--- config.mk ---
export PLATFORM = sky130hd
export DESIGN_NAME = game_director_flat
export DESIGN_NICKNAME = d
export VERILOG_FILES = /design/src/rtl/game_director_if.sv /design/src/rtl/game_director.sv /design/src/flat_wrapper.sv
export SDC_FILE = /design/constraint.sdc
export NUM_CORES = 1
export LEC_CHECK = 0
export CAP_MARGIN = 20
export CORE_AREA = 2 2 235 295
export CTS_BUF_LIST = sky130_fd_sc_hd__clkbuf_8
export CTS_CLUSTER_DIAMETER = 150
export DETAILED_ROUTE_END_ITERATION = 12
export DIE_AREA = 0 0 237 297
export PLACE_DENSITY_LB_ADDON = 0.12
export REMOVE_ABC_BUFFERS = 1
export SKIP_LAST_GASP = 1
export SLEW_MARGIN = 20
export SYNTH_ARGS = -nofsm -noshare
export SYNTH_HDL_FRONTEND = slang
export SYNTH_SLANG_ARGS = --single-unit
--- constraint.sdc ---
create_clock -name clk -period 16.41 [get_ports clk]
set_input_delay 3.282 -clock clk [delete_from_list [all_inputs] [get_ports clk]]
set_output_delay 3.282 -clock clk [all_outputs]
set_load 0.1 [all_outputs]
--- src/rtl/game_director_if.sv ---
// Bundles the frame, control and collision-box signals of the game loop director.
// The master side drives the game inputs; the slave side is the director itself.
interface game_director_if #(
    parameter int FPS     = 60,
    parameter int SPEED_W = 15,
    parameter int A_BOXES = 4,
    parameter int B_BOXES = 4,
    parameter int COORD_W = 12
);
    logic                           painter_finished;
    logic                           jump;
    logic                           pause_req;
    logic [A_BOXES*4*COORD_W-1:0]   a_boxes;
    logic [B_BOXES*4*COORD_W-1:0]   b_boxes;

    logic                           update;
    logic [$clog2(FPS)-1:0]         timer;
    logic [1:0]                     state;
    logic [SPEED_W-1:0]             speed;
    logic                           start;
    logic                           restart;
    logic                           has_obstacles;
    logic                           rng_load;
    logic                           crash;

    modport master (
        output painter_finished, jump, pause_req, a_boxes, b_boxes,
        input  update, timer, state, speed, start, restart, has_obstacles, rng_load, crash
    );

    modport slave (
        input  painter_finished, jump, pause_req, a_boxes, b_boxes,
        output update, timer, state, speed, start, restart, has_obstacles, rng_load, crash
    );
endinterface

--- src/rtl/game_director.sv ---
// Runner game loop: frame pulse/timer, WAITING/RUNNING/PAUSED/CRASHED FSM,
// speed ramp, obstacle clear-time gating and player/obstacle AABB collision.
module game_director #(
    parameter int FPS            = 60,
    parameter int SPEED_W        = 15,
    parameter int INIT_SPEED     = 6144,
    parameter int MAX_SPEED      = 13312,
    parameter int ACCEL          = 1,
    parameter int CLEAR_FRAMES   = 180,
    parameter int RESTART_FRAMES = 45,
    parameter int A_BOXES        = 4,
    parameter int B_BOXES        = 4,
    parameter int COORD_W        = 12
) (
    input  logic            clk,
    input  logic            rst,
    game_director_if.slave  gd
);
    localparam int TIMER_W = $clog2(FPS);
    localparam int CLR_W   = $clog2(CLEAR_FRAMES + 1);
    localparam int CD_W    = $clog2(RESTART_FRAMES + 1);
    localparam int BOX_W   = 4 * COORD_W;

    localparam logic [1:0] ST_WAITING = 2'd0;
    localparam logic [1:0] ST_RUNNING = 2'd1;
    localparam logic [1:0] ST_PAUSED  = 2'd2;
    localparam logic [1:0] ST_CRASHED = 2'd3;

    localparam logic [SPEED_W:0]   LP_MAX_SPEED = (SPEED_W+1)'(MAX_SPEED);
    localparam logic [SPEED_W:0]   LP_ACCEL     = (SPEED_W+1)'(ACCEL);
    localparam logic [SPEED_W-1:0] LP_INIT      = SPEED_W'(INIT_SPEED);
    localparam logic [CLR_W-1:0]   LP_CLEAR     = CLR_W'(CLEAR_FRAMES);
    localparam logic [CD_W-1:0]    LP_COOLDOWN  = CD_W'(RESTART_FRAMES);
    localparam logic [TIMER_W-1:0] LP_TIMER_MAX = TIMER_W'(FPS - 1);

    logic                   r_pf_d, r_pause_d, r_update, r_start, r_restart, r_has_obs, r_rng_load;
    logic [TIMER_W-1:0]     r_timer;
    logic [1:0]             r_state;
    logic [SPEED_W-1:0]     r_speed;
    logic [CLR_W-1:0]       r_clear;
    logic [CD_W-1:0]        r_cooldown;

    logic                   w_frame, w_pause_edge, w_crash;
    logic [SPEED_W:0]       w_speed_sum;
    logic [SPEED_W-1:0]     w_speed_next;
    logic [A_BOXES-1:0][B_BOXES-1:0] w_hit;

    assign w_frame      = gd.painter_finished & ~r_pf_d;
    assign w_pause_edge = gd.pause_req & ~r_pause_d;
    assign w_speed_sum  = {1'b0, r_speed} + LP_ACCEL;
    assign w_speed_next = (w_speed_sum > LP_MAX_SPEED) ? LP_MAX_SPEED[SPEED_W-1:0]
                                                       : w_speed_sum[SPEED_W-1:0];

    // Box fields are sign-extended to COORD_W+1 so the edge sums cannot wrap.
    for (genvar i = 0; i < A_BOXES; i++) begin : g_a
        for (genvar j = 0; j < B_BOXES; j++) begin : g_b
            logic signed [COORD_W:0] w_ax, w_ay, w_aw, w_ah, w_bx, w_by, w_bw, w_bh;
            assign w_ax = {gd.a_boxes[i*BOX_W+4*COORD_W-1], gd.a_boxes[i*BOX_W+3*COORD_W +: COORD_W]};
            assign w_ay = {gd.a_boxes[i*BOX_W+3*COORD_W-1], gd.a_boxes[i*BOX_W+2*COORD_W +: COORD_W]};
            assign w_aw = {gd.a_boxes[i*BOX_W+2*COORD_W-1], gd.a_boxes[i*BOX_W+1*COORD_W +: COORD_W]};
            assign w_ah = {gd.a_boxes[i*BOX_W+1*COORD_W-1], gd.a_boxes[i*BOX_W +: COORD_W]};
            assign w_bx = {gd.b_boxes[j*BOX_W+4*COORD_W-1], gd.b_boxes[j*BOX_W+3*COORD_W +: COORD_W]};
            assign w_by = {gd.b_boxes[j*BOX_W+3*COORD_W-1], gd.b_boxes[j*BOX_W+2*COORD_W +: COORD_W]};
            assign w_bw = {gd.b_boxes[j*BOX_W+2*COORD_W-1], gd.b_boxes[j*BOX_W+1*COORD_W +: COORD_W]};
            assign w_bh = {gd.b_boxes[j*BOX_W+1*COORD_W-1], gd.b_boxes[j*BOX_W +: COORD_W]};
            assign w_hit[i][j] = (w_aw != 0) && (w_ah != 0) && (w_bw != 0) && (w_bh != 0) &&
                                 (w_ax < w_bx + w_bw) && (w_bx < w_ax + w_aw) &&
                                 (w_ay < w_by + w_bh) && (w_by < w_ay + w_ah);
        end
    end

    assign w_crash = |w_hit;

    always_ff @(posedge clk) begin
        if (rst) begin
            r_pf_d     <= 1'b0;
            r_pause_d  <= 1'b0;
            r_update   <= 1'b0;
            r_timer    <= '0;
            r_state    <= ST_WAITING;
            r_speed    <= '0;
            r_start    <= 1'b0;
            r_restart  <= 1'b0;
            r_has_obs  <= 1'b0;
            r_rng_load <= 1'b1;
            r_clear    <= '0;
            r_cooldown <= '0;
        end else begin
            r_pf_d    <= gd.painter_finished;
            r_update  <= w_frame && (r_state != ST_PAUSED);
            r_restart <= 1'b0;
            if (w_frame) begin
                r_timer   <= (r_timer == LP_TIMER_MAX) ? '0 : r_timer + 1'b1;
                r_pause_d <= gd.pause_req;
            end
            case (r_state)
                ST_WAITING: if (w_frame && gd.jump) begin
                    r_state    <= ST_RUNNING;
                    r_speed    <= LP_INIT;
                    r_start    <= 1'b1;
                    r_rng_load <= 1'b0;
                end
                ST_RUNNING: begin
                    // Collision is checked every cycle, not only on frame events.
                    if (w_crash) begin
                        r_state    <= ST_CRASHED;
                        r_cooldown <= LP_COOLDOWN;
                    end else if (w_frame && w_pause_edge) begin
                        r_state <= ST_PAUSED;
                    end else if (w_frame) begin
                        r_speed <= w_speed_next;
                        if (r_clear != LP_CLEAR) r_clear <= r_clear + 1'b1;
                        if (r_clear >= LP_CLEAR) r_has_obs <= 1'b1;
                    end
                end
                ST_PAUSED: if (w_frame && w_pause_edge) r_state <= ST_RUNNING;
                default: if (w_frame) begin
                    if (r_cooldown == '0 && gd.jump) begin
                        r_state   <= ST_RUNNING;
                        r_restart <= 1'b1;
                        r_speed   <= LP_INIT;
                        r_clear   <= '0;
                        r_has_obs <= 1'b0;
                    end else if (r_cooldown != '0) begin
                        r_cooldown <= r_cooldown - 1'b1;
                    end
                end
            endcase
        end
    end

    assign gd.update        = r_update;
    assign gd.timer         = r_timer;
    assign gd.state         = r_state;
    assign gd.speed         = r_speed;
    assign gd.start         = r_start;
    assign gd.restart       = r_restart;
    assign gd.has_obstacles = r_has_obs;
    assign gd.rng_load      = r_rng_load;
    assign gd.crash         = w_crash;
endmodule
--- src/flat_wrapper.sv ---
// flat-port wrapper written by rule: the top's interface ports become plain ports
module game_director_flat 
#(
    parameter int FPS            = 60,
    parameter int SPEED_W        = 15,
    parameter int INIT_SPEED     = 6144,
    parameter int MAX_SPEED      = 13312,
    parameter int ACCEL          = 1,
    parameter int CLEAR_FRAMES   = 180,
    parameter int RESTART_FRAMES = 45,
    parameter int A_BOXES        = 4,
    parameter int B_BOXES        = 4,
    parameter int COORD_W        = 12
)
  (clk, rst, gd_painter_finished, gd_jump, gd_pause_req, gd_a_boxes, gd_b_boxes, gd_update, gd_timer, gd_state, gd_speed, gd_start, gd_restart, gd_has_obstacles, gd_rng_load, gd_crash);
  game_director_if #(.FPS(FPS), .SPEED_W(SPEED_W), .A_BOXES(A_BOXES), .B_BOXES(B_BOXES), .COORD_W(COORD_W)) gd_i ();
  input  logic clk;
  input  logic rst;
  input wire logic [$bits(gd_i.painter_finished)-1:0] gd_painter_finished;
  input wire logic [$bits(gd_i.jump)-1:0] gd_jump;
  input wire logic [$bits(gd_i.pause_req)-1:0] gd_pause_req;
  input wire logic [$bits(gd_i.a_boxes)-1:0] gd_a_boxes;
  input wire logic [$bits(gd_i.b_boxes)-1:0] gd_b_boxes;
  output wire logic [$bits(gd_i.update)-1:0] gd_update;
  output wire logic [$bits(gd_i.timer)-1:0] gd_timer;
  output wire logic [$bits(gd_i.state)-1:0] gd_state;
  output wire logic [$bits(gd_i.speed)-1:0] gd_speed;
  output wire logic [$bits(gd_i.start)-1:0] gd_start;
  output wire logic [$bits(gd_i.restart)-1:0] gd_restart;
  output wire logic [$bits(gd_i.has_obstacles)-1:0] gd_has_obstacles;
  output wire logic [$bits(gd_i.rng_load)-1:0] gd_rng_load;
  output wire logic [$bits(gd_i.crash)-1:0] gd_crash;
  assign gd_i.painter_finished = gd_painter_finished;
  assign gd_i.jump = gd_jump;
  assign gd_i.pause_req = gd_pause_req;
  assign gd_i.a_boxes = gd_a_boxes;
  assign gd_i.b_boxes = gd_b_boxes;
  assign gd_update = gd_i.update;
  assign gd_timer = gd_i.timer;
  assign gd_state = gd_i.state;
  assign gd_speed = gd_i.speed;
  assign gd_start = gd_i.start;
  assign gd_restart = gd_i.restart;
  assign gd_has_obstacles = gd_i.has_obstacles;
  assign gd_rng_load = gd_i.rng_load;
  assign gd_crash = gd_i.crash;
  game_director #(.FPS(FPS), .SPEED_W(SPEED_W), .INIT_SPEED(INIT_SPEED), .MAX_SPEED(MAX_SPEED), .ACCEL(ACCEL), .CLEAR_FRAMES(CLEAR_FRAMES), .RESTART_FRAMES(RESTART_FRAMES), .A_BOXES(A_BOXES), .B_BOXES(B_BOXES), .COORD_W(COORD_W)) u_core (.clk(clk), .rst(rst), .gd(gd_i));
endmodule
==> impl_metrics.env, run 1 <==
export IMPL_grt_max_degree=25
export IMPL_ios=418
export IMPL_synth_ff_type="dfxtp_1"
export IMPL_core_mm2=0.0676
export IMPL_yosysSeqAreaShare_pct=3.28
export IMPL_cts_tree="yes"
export IMPL_htree_num_levels=2
export IMPL_synth_edff_count=0
export IMPL_drive_above_1_share_pct=2.62
export IMPL_drtPass1Iterations=5
export IMPL_postSynthCellCount=3309
export IMPL_status="completed"
export IMPL_routed_wl_met3_mm=5.06
export IMPL_tightest_slew_ns=1.18
export IMPL_fin_skew_ns=0.00705
export IMPL_antenna_found_initial=3
export IMPL_slowest_delay_ns=1.13
export IMPL_post_route_min_period_ns=13.55
export IMPL_cts_buffers=5
export IMPL_syn_to_final_growth_pct=20.7
export IMPL_finalCoreUtilization_pct=48.0
export IMPL_dp_hpwl_mm=104
export IMPL_setup_worst_path_class="in -> out"
export IMPL_dr_wl_met2_mm=54.4
export IMPL_setup_viol=0
export IMPL_path_clk_slew_ns=0.09
export IMPL_cpMaxStageDelayCell="clkdlybuf4s50_1"
export IMPL_clk_latency_ns=0.31
export IMPL_post_cts_resized=0
export IMPL_dieArea_mm2=0.0704
export IMPL_portBuffers=417
export IMPL_setup_tns_ns=0
export IMPL_maxSlewViolCount=0
export IMPL_rsz0062_at_grt="false"
export IMPL_die_height_um=297
export IMPL_gr_total_overflow=0
export IMPL_ys_seq_elements=44
export IMPL_clock_root_buffer="clkbuf_8"
export IMPL_final_area_mm2=0.0324
export IMPL_wirelength_mm=117
export IMPL_grt_pass1_wl_mm=170
export IMPL_gr_usage_all_layers_pct=32.0
export IMPL_yosys_warnings=0
export IMPL_max_slew_margin_rel_pct=20.3
export IMPL_endpoint_kind="output pin"
export IMPL_drc_errors=0
export IMPL_rows=107
export IMPL_place_area_mm2=0.0323
export IMPL_netlist_area_mm2=0.0269
export IMPL_rrSetupSlack_ns=12.59
export IMPL_grt_pass1_vias=26200
export IMPL_p_leak_nw=14.9
export IMPL_critPathLaunchType="input port"
export IMPL_clockBufferDepth=2
export IMPL_synth_top_area_cell="ha_1"
export IMPL_syn_area_per_cell_um2=8.12
export IMPL_synthTopCellsByArea="ha_1, a21oi_1, o21ai_0, a21o_1, dfxtp_1"
export IMPL_drv_cap=0
export IMPL_pre_cts_slack_ns=2.98
export IMPL_postCtsSetupRepairBufs=0
export IMPL_m1WireLength_mm=49.2
export IMPL_viasPerCell=5.96
export IMPL_worst_hold_slack_ns=0.456
export IMPL_wl_per_cell_um=25.3
export IMPL_endpoint="gd_crash"
export IMPL_routabilityCongestion=1.03
export IMPL_drtIter0Drc=1671
export IMPL_detail_route_antenna_nets=0
export IMPL_async_flop_share_pct=0
export IMPL_fmax_mhz=73.8
export IMPL_floorplan_initialDensity_pct=39.7
export IMPL_hold_buffers=0
export IMPL_finalCritPeriodShare_pct=82.6
export IMPL_hold_path_class="reg -> reg"
export IMPL_cp_required_ns=13.13
export IMPL_routed_top_layer="met5"
export IMPL_path_max_fanout=11
export IMPL_critPathLaunch="gd_a_boxes[168]"
export IMPL_ys_types=102
export IMPL_via_count=27500
export IMPL_yosysTopAreaCellShare_pct=42.7
export IMPL_fin_ws_ns=2.86
export IMPL_peakVddDrop_mv=0.0438
export IMPL_r2r_start="u_core.gd.speed[2]$_SDFFE_PP0P_"
export IMPL_worst_ep_arrival_time_ns=10.27
export IMPL_powerDensity_mw_per_mm2=59.6
export IMPL_die_x_um=237
export IMPL_final_hold_viol_count=0
export IMPL_diodes=0
export IMPL_reg2reg_to="u_core.gd.speed[3]$_SDFFE_PP0P_"
export IMPL_finalNetCount=5063
export IMPL_clock_sinks=44
export IMPL_ff2ff_path_depth=11
cells by family after synthesis:
group | count (synthesis) | synth area share (%)
compound gates | 1101 | 27.2
xor+xnor | 150 | 4.96
fa+ha+maj | 949 | 44.5
buf+inv | 195 | 2.77
flops | 44 | 3.28
mux | 18 | 0.689
simple gates | 852 | 16.6
placed cells by master (no fill, tap or decap), types with 26 or more instances in the layout:
master / synthesis / routed
a2111oi_0: 34 / 32
a211o_1: 26 / 26
a211oi_1: 48 / 48
a21o_1: 124 / 124
a21oi_1: 307 / 307
a31oi_1: 42 / 42
buf_4: 2 / 33
clkdlybuf4s50_1: 0 / 417
dfxtp_1: 44 / 44
ha_1: 917 / 917
inv_1: 169 / 169
nand2_1: 178 / 178
nand2b_1: 63 / 63
nand3_1: 88 / 88
nand4_1: 53 / 53
nor2_1: 170 / 170
nor2b_1: 70 / 70
nor3_1: 39 / 39
nor4_1: 71 / 71
o2111ai_1: 28 / 28
o211ai_1: 35 / 35
o21a_1: 38 / 38
o21ai_0: 196 / 196
o21bai_1: 61 / 61
xnor2_1: 96 / 96
xor2_1: 53 / 53
Yosys cell counts (all sizes together), types with 10 or more instances:
master     n
o22ai     12
o21a      38
a211oi    53
xnor2     97
and3      17
a21o     124
o31ai     14
a221oi    13
nor3      40
nand4     53
ha       917
dfxtp     44
nand2b    63
nand2    179
nand3     88
nor2b     71
clkbuf    18
maj3      16
and4      17
nor4      73
or3       18
nor3b     11
xor2      53
mux2i     14
a2111oi   35
inv      169
o211ai    35
fa        16
o2111ai   28
o21ai    208
o221ai    11
nor2     170
a211o     26
a21oi    309
and2      19
a31oi     43
o21bai    61
a21boi    10
power breakdown:
part	internal (W)	switching [W]	total, W
combinational	0.000688	0.00101	0.00169
clock	0.0000762	0.0000421	0.000118
sequential	0.000113	0.00000983	0.000123
total	0.000877	0.00106	0.00193
flip-flops by register name, summed over array words and instances (netlist names):
register	count
u_core.gd.has_obstacles	1
u_core.gd.restart	1
u_core.gd.rng_load	1
u_core.gd.speed	15
u_core.gd.start	1
u_core.gd.state	2
u_core.gd.timer	6
u_core.gd.update	1
u_core.r_clear	8
u_core.r_cooldown	6
u_core.r_pause_d	1
u_core.r_pf_d	1
worst max-delay path, delay by kind of cell:
family                     cells  cell delay (ns)
adders and majority gates      3             0.76
buffers and inverters          4             2.11
and+or+nand+nor                8             1.24
AOI/OAI and AO/OA             12             2.85
through the flow:
step | total power (W) | std cells
finish | 0.00193 | 4614
global route | 0.00214 | 4614
CTS | 0.00192 | 4614
detailed placement | 0.00178 | 4606
global placement | 0.00177 | 4606
floorplan | 0.00121 | 3284
routing by layer:
metal  up-vias  GRT usage, %
met5         -             0
met4         6          18.0
met3       231          2.78
met2       911          55.7
met1     12500          38.7
li1      13800             -
cell type report:
class	count	area [um^2]
Multi-Input combinational cell	3070	25200
Sequential cell	44	881
Tap cell	872	1090
Timing Repair Buffer	450	4420
Clock buffer	5	68.8
Clock inverter	3	90.1
Inverter	170	638
Fill cell	6641	35200
worst min path at each step:
stage                                    startpoint                         endpoint  slack (ns)  cells after the start
floorplan             u_core.r_pause_d$_SDFFE_PP0P_    u_core.r_pause_d$_SDFFE_PP0P_        0.44                      2
global placement    u_core.gd.rng_load$_SDFFE_PP1P_  u_core.gd.rng_load$_SDFFE_PP1P_        0.43                      1
detailed placement  u_core.gd.rng_load$_SDFFE_PP1P_  u_core.gd.rng_load$_SDFFE_PP1P_        0.44                      1
CTS                    u_core.gd.start$_SDFFE_PP0P_     u_core.gd.start$_SDFFE_PP0P_        0.46                      2
global route        u_core.gd.rng_load$_SDFFE_PP1P_  u_core.gd.rng_load$_SDFFE_PP1P_        0.48                      1
finish                 u_core.gd.start$_SDFFE_PP0P_     u_core.gd.start$_SDFFE_PP0P_        0.46                      2
Note: power is estimated with default switching activity, not from simulation.
==> run 2: changes to the inputs <==
==> constraint.sdc (replaced) <==
create_clock -name clk -period 13.7 [get_ports clk]
set_input_delay 2.74 -clock clk [delete_from_list [all_inputs] [get_ports clk]]
set_output_delay 2.74 -clock clk [all_outputs]
set_load 0.1 [all_outputs]
==> run 2 against run 1 <==
  * Final area is 0.12% lower
  * Sequential share of layout area hardly changed
  * Die area stayed put
  * Via count is 0.41% higher
  * Global-route usage hardly changed
  * Power is 18% higher
  * Non-clock buffer count is 1 higher
  * First-iteration DRC count is 0.24% lower
  * Routed wire length hardly changed
  * Clock skew is 0.0018 ns higher
  * Cell count hardly changed
  * Combinational power is 20% higher
  * Critical path type unchanged
  * Largest power group unchanged
==> impl_metrics.env, run 2 (same netlist as run 1, synthesis figures left out) <==
export IMPL_status="completed"
export IMPL_hold_path_class="reg -> reg"
export IMPL_setup_viol=0
export IMPL_final_common_cell="ha_1"
export IMPL_max_slew_margin_rel_pct=29.3
export IMPL_clockBufferDepth=2
export IMPL_path_max_fanout=11
export IMPL_setup_tns_ns=0
export IMPL_grt_pass1_wl_mm=170
export IMPL_clk_latency_ns=0.32
export IMPL_path_clk_slew_ns=0.09
export IMPL_dp_cells=4607
export IMPL_instances_no_fill=4616
export IMPL_post_cts_resized=0
export IMPL_dieArea_mm2=0.0704
export IMPL_via_count=27600
export IMPL_setup_worst_path_class="in -> out"
export IMPL_die_x_um=237
export IMPL_endpoint_kind="output pin"
export IMPL_power_total_w=0.00228
export IMPL_clock_root_buffer="clkbuf_8"
export IMPL_cp_required_ns=10.96
export IMPL_regArea_um2=881
export IMPL_cts_buffers=5
export IMPL_gr_total_overflow=0
export IMPL_post_route_min_period_ns=12.52
export IMPL_mostFrequentLayoutCells="ha_1, clkdlybuf4s50_1, a21oi_1"
export IMPL_largest_reg_flops=15
export IMPL_drive_above_1_share_pct=2.64
export IMPL_grt_max_degree=25
export IMPL_drv_cap=0
export IMPL_drtIter0Drc=1667
export IMPL_floorplan_initialDensity_pct=39.7
export IMPL_cts_tree="yes"
export IMPL_detail_route_antenna_nets=0
export IMPL_die_height_um=297
export IMPL_rows=107
export IMPL_critPathLaunchType="input port"
export IMPL_fin_ws_ns=1.18
export IMPL_gr_usage_all_layers_pct=32.0
export IMPL_n_fill_cell=6707
export IMPL_antenna_found_initial=4
export IMPL_fmax_mhz=79.9
export IMPL_powerDensity_mw_per_mm2=70.4
export IMPL_clock_sinks=44
export IMPL_p_leak_nw=14.8
export IMPL_drtPass1Iterations=7
export IMPL_postCtsSetupRepairBufs=0
export IMPL_multi_input_area_mm2=0.0252
export IMPL_fin_skew_ns=0.00884
export IMPL_core_mm2=0.0676
export IMPL_wl_per_cell_um=25.3
export IMPL_peakVddDrop_mv=0.0543
export IMPL_final_hold_viol_count=0
export IMPL_wirelength_mm=117
export IMPL_syn_to_final_growth_pct=20.6
export IMPL_dp_hpwl_mm=103
export IMPL_viasPerCell=5.98
export IMPL_finalCritPeriodShare_pct=91.4
export IMPL_hold_buffers=0
export IMPL_worst_ep_arrival_time_ns=9.78
export IMPL_routabilityCongestion=1.04
export IMPL_finalNetCount=5064
export IMPL_tightest_slew_ns=1.06
export IMPL_maxSlewViolCount=0
export IMPL_ios=418
export IMPL_rsz0062_at_grt="false"
export IMPL_grt_pass1_vias=26100
export IMPL_pre_cts_slack_ns=1.21
export IMPL_htree_num_levels=2
export IMPL_portBuffers=417
export IMPL_drc_errors=0
run 2: cell count changes in the layout (fill, tap and decap cells not counted):
cell	previous run	this run
diode_2	0	1
clkinv_2	0	1
a2111oi_0	32	33
o311ai_1	0	1
o311ai_0	4	3
clkinvlp_4	0	1
bufinv_16	3	1
a2111oi_1	1	0
buf_4	33	34
run 2: power breakdown:
group / switching (W) / internal (W) / total (W)
clock: 0.0000518 / 0.0000541 / 0.000106
sequential: 0.0000112 / 0.000135 / 0.000146
combinational: 0.00120 / 0.000824 / 0.00203
total: 0.00127 / 0.00101 / 0.00228
run 2: critical path: stages:
cell,delay (ns)
clkdlybuf4s50_1,0.66
ha_1,0.34
inv_1,0.07
fa_1,0.19
nor2b_1,0.05
o21ai_0,0.21
a21oi_1,0.12
o21ai_0,0.25
a21oi_1,0.12
o21ai_0,0.16
nand2b_1,0.12
a21o_1,0.18
a21o_1,0.19
a2111oi_0,0.42
a21oi_1,0.18
ha_1,0.23
nor2_1,0.13
nand2_1,0.07
a2111oi_0,0.37
a31oi_1,0.28
nor4_1,0.51
nand4_1,0.31
o311ai_1,0.31
nor4_2,0.07
buf_4,0.22
nand2_1,0.11
clkdlybuf4s50_1,1.14
run 2: final timing paths:
path / end / depth (start not counted) / start / slack [ns]
min reg2reg: u_core.gd.start$_SDFFE_PP0P_ / 2 / u_core.gd.start$_SDFFE_PP0P_ / 0.46
max reg2reg: u_core.gd.speed[3]$_SDFFE_PP0P_ / 11 / u_core.gd.speed[2]$_SDFFE_PP0P_ / 10.06
min: u_core.gd.start$_SDFFE_PP0P_ / 2 / u_core.gd.start$_SDFFE_PP0P_ / 0.46
max: gd_crash / 27 / gd_a_boxes[168] / 1.18
run 2: final cells by class:
cell class	count	area share, %
multi-input cells	3070	77.9
repair buffers	451	13.7
well taps	872	3.37
flip-flops and latches	44	2.72
inverters	170	1.97
clock buffers	5	0.212
clock inverters	3	0.131
diodes	1	0.00772
run 2: per-stage QoR:
step / instance area [um^2] / util [%] / hold WS, ns
final: 32400 / 47.9 / 0.457
after global routing: 32400 / 47.9 / 0.478
after CTS: 32400 / 47.9 / 0.455
after detailed placement: 32300 / 47.8 / 0.443
after global placement: 32300 / 47.8 / 0.442
after floorplan: 26800 / - / 0.438
run 2: per-layer routing:
layer / share of wire (%) / wire (um) / GRT usage, %
met5: 0.049 / 57 / 0
met4: 7.5 / 8800 / 19.6
met3: 4.4 / 5190 / 2.89
met2: 46 / 53800 / 54.9
met1: 42 / 48900 / 38.6
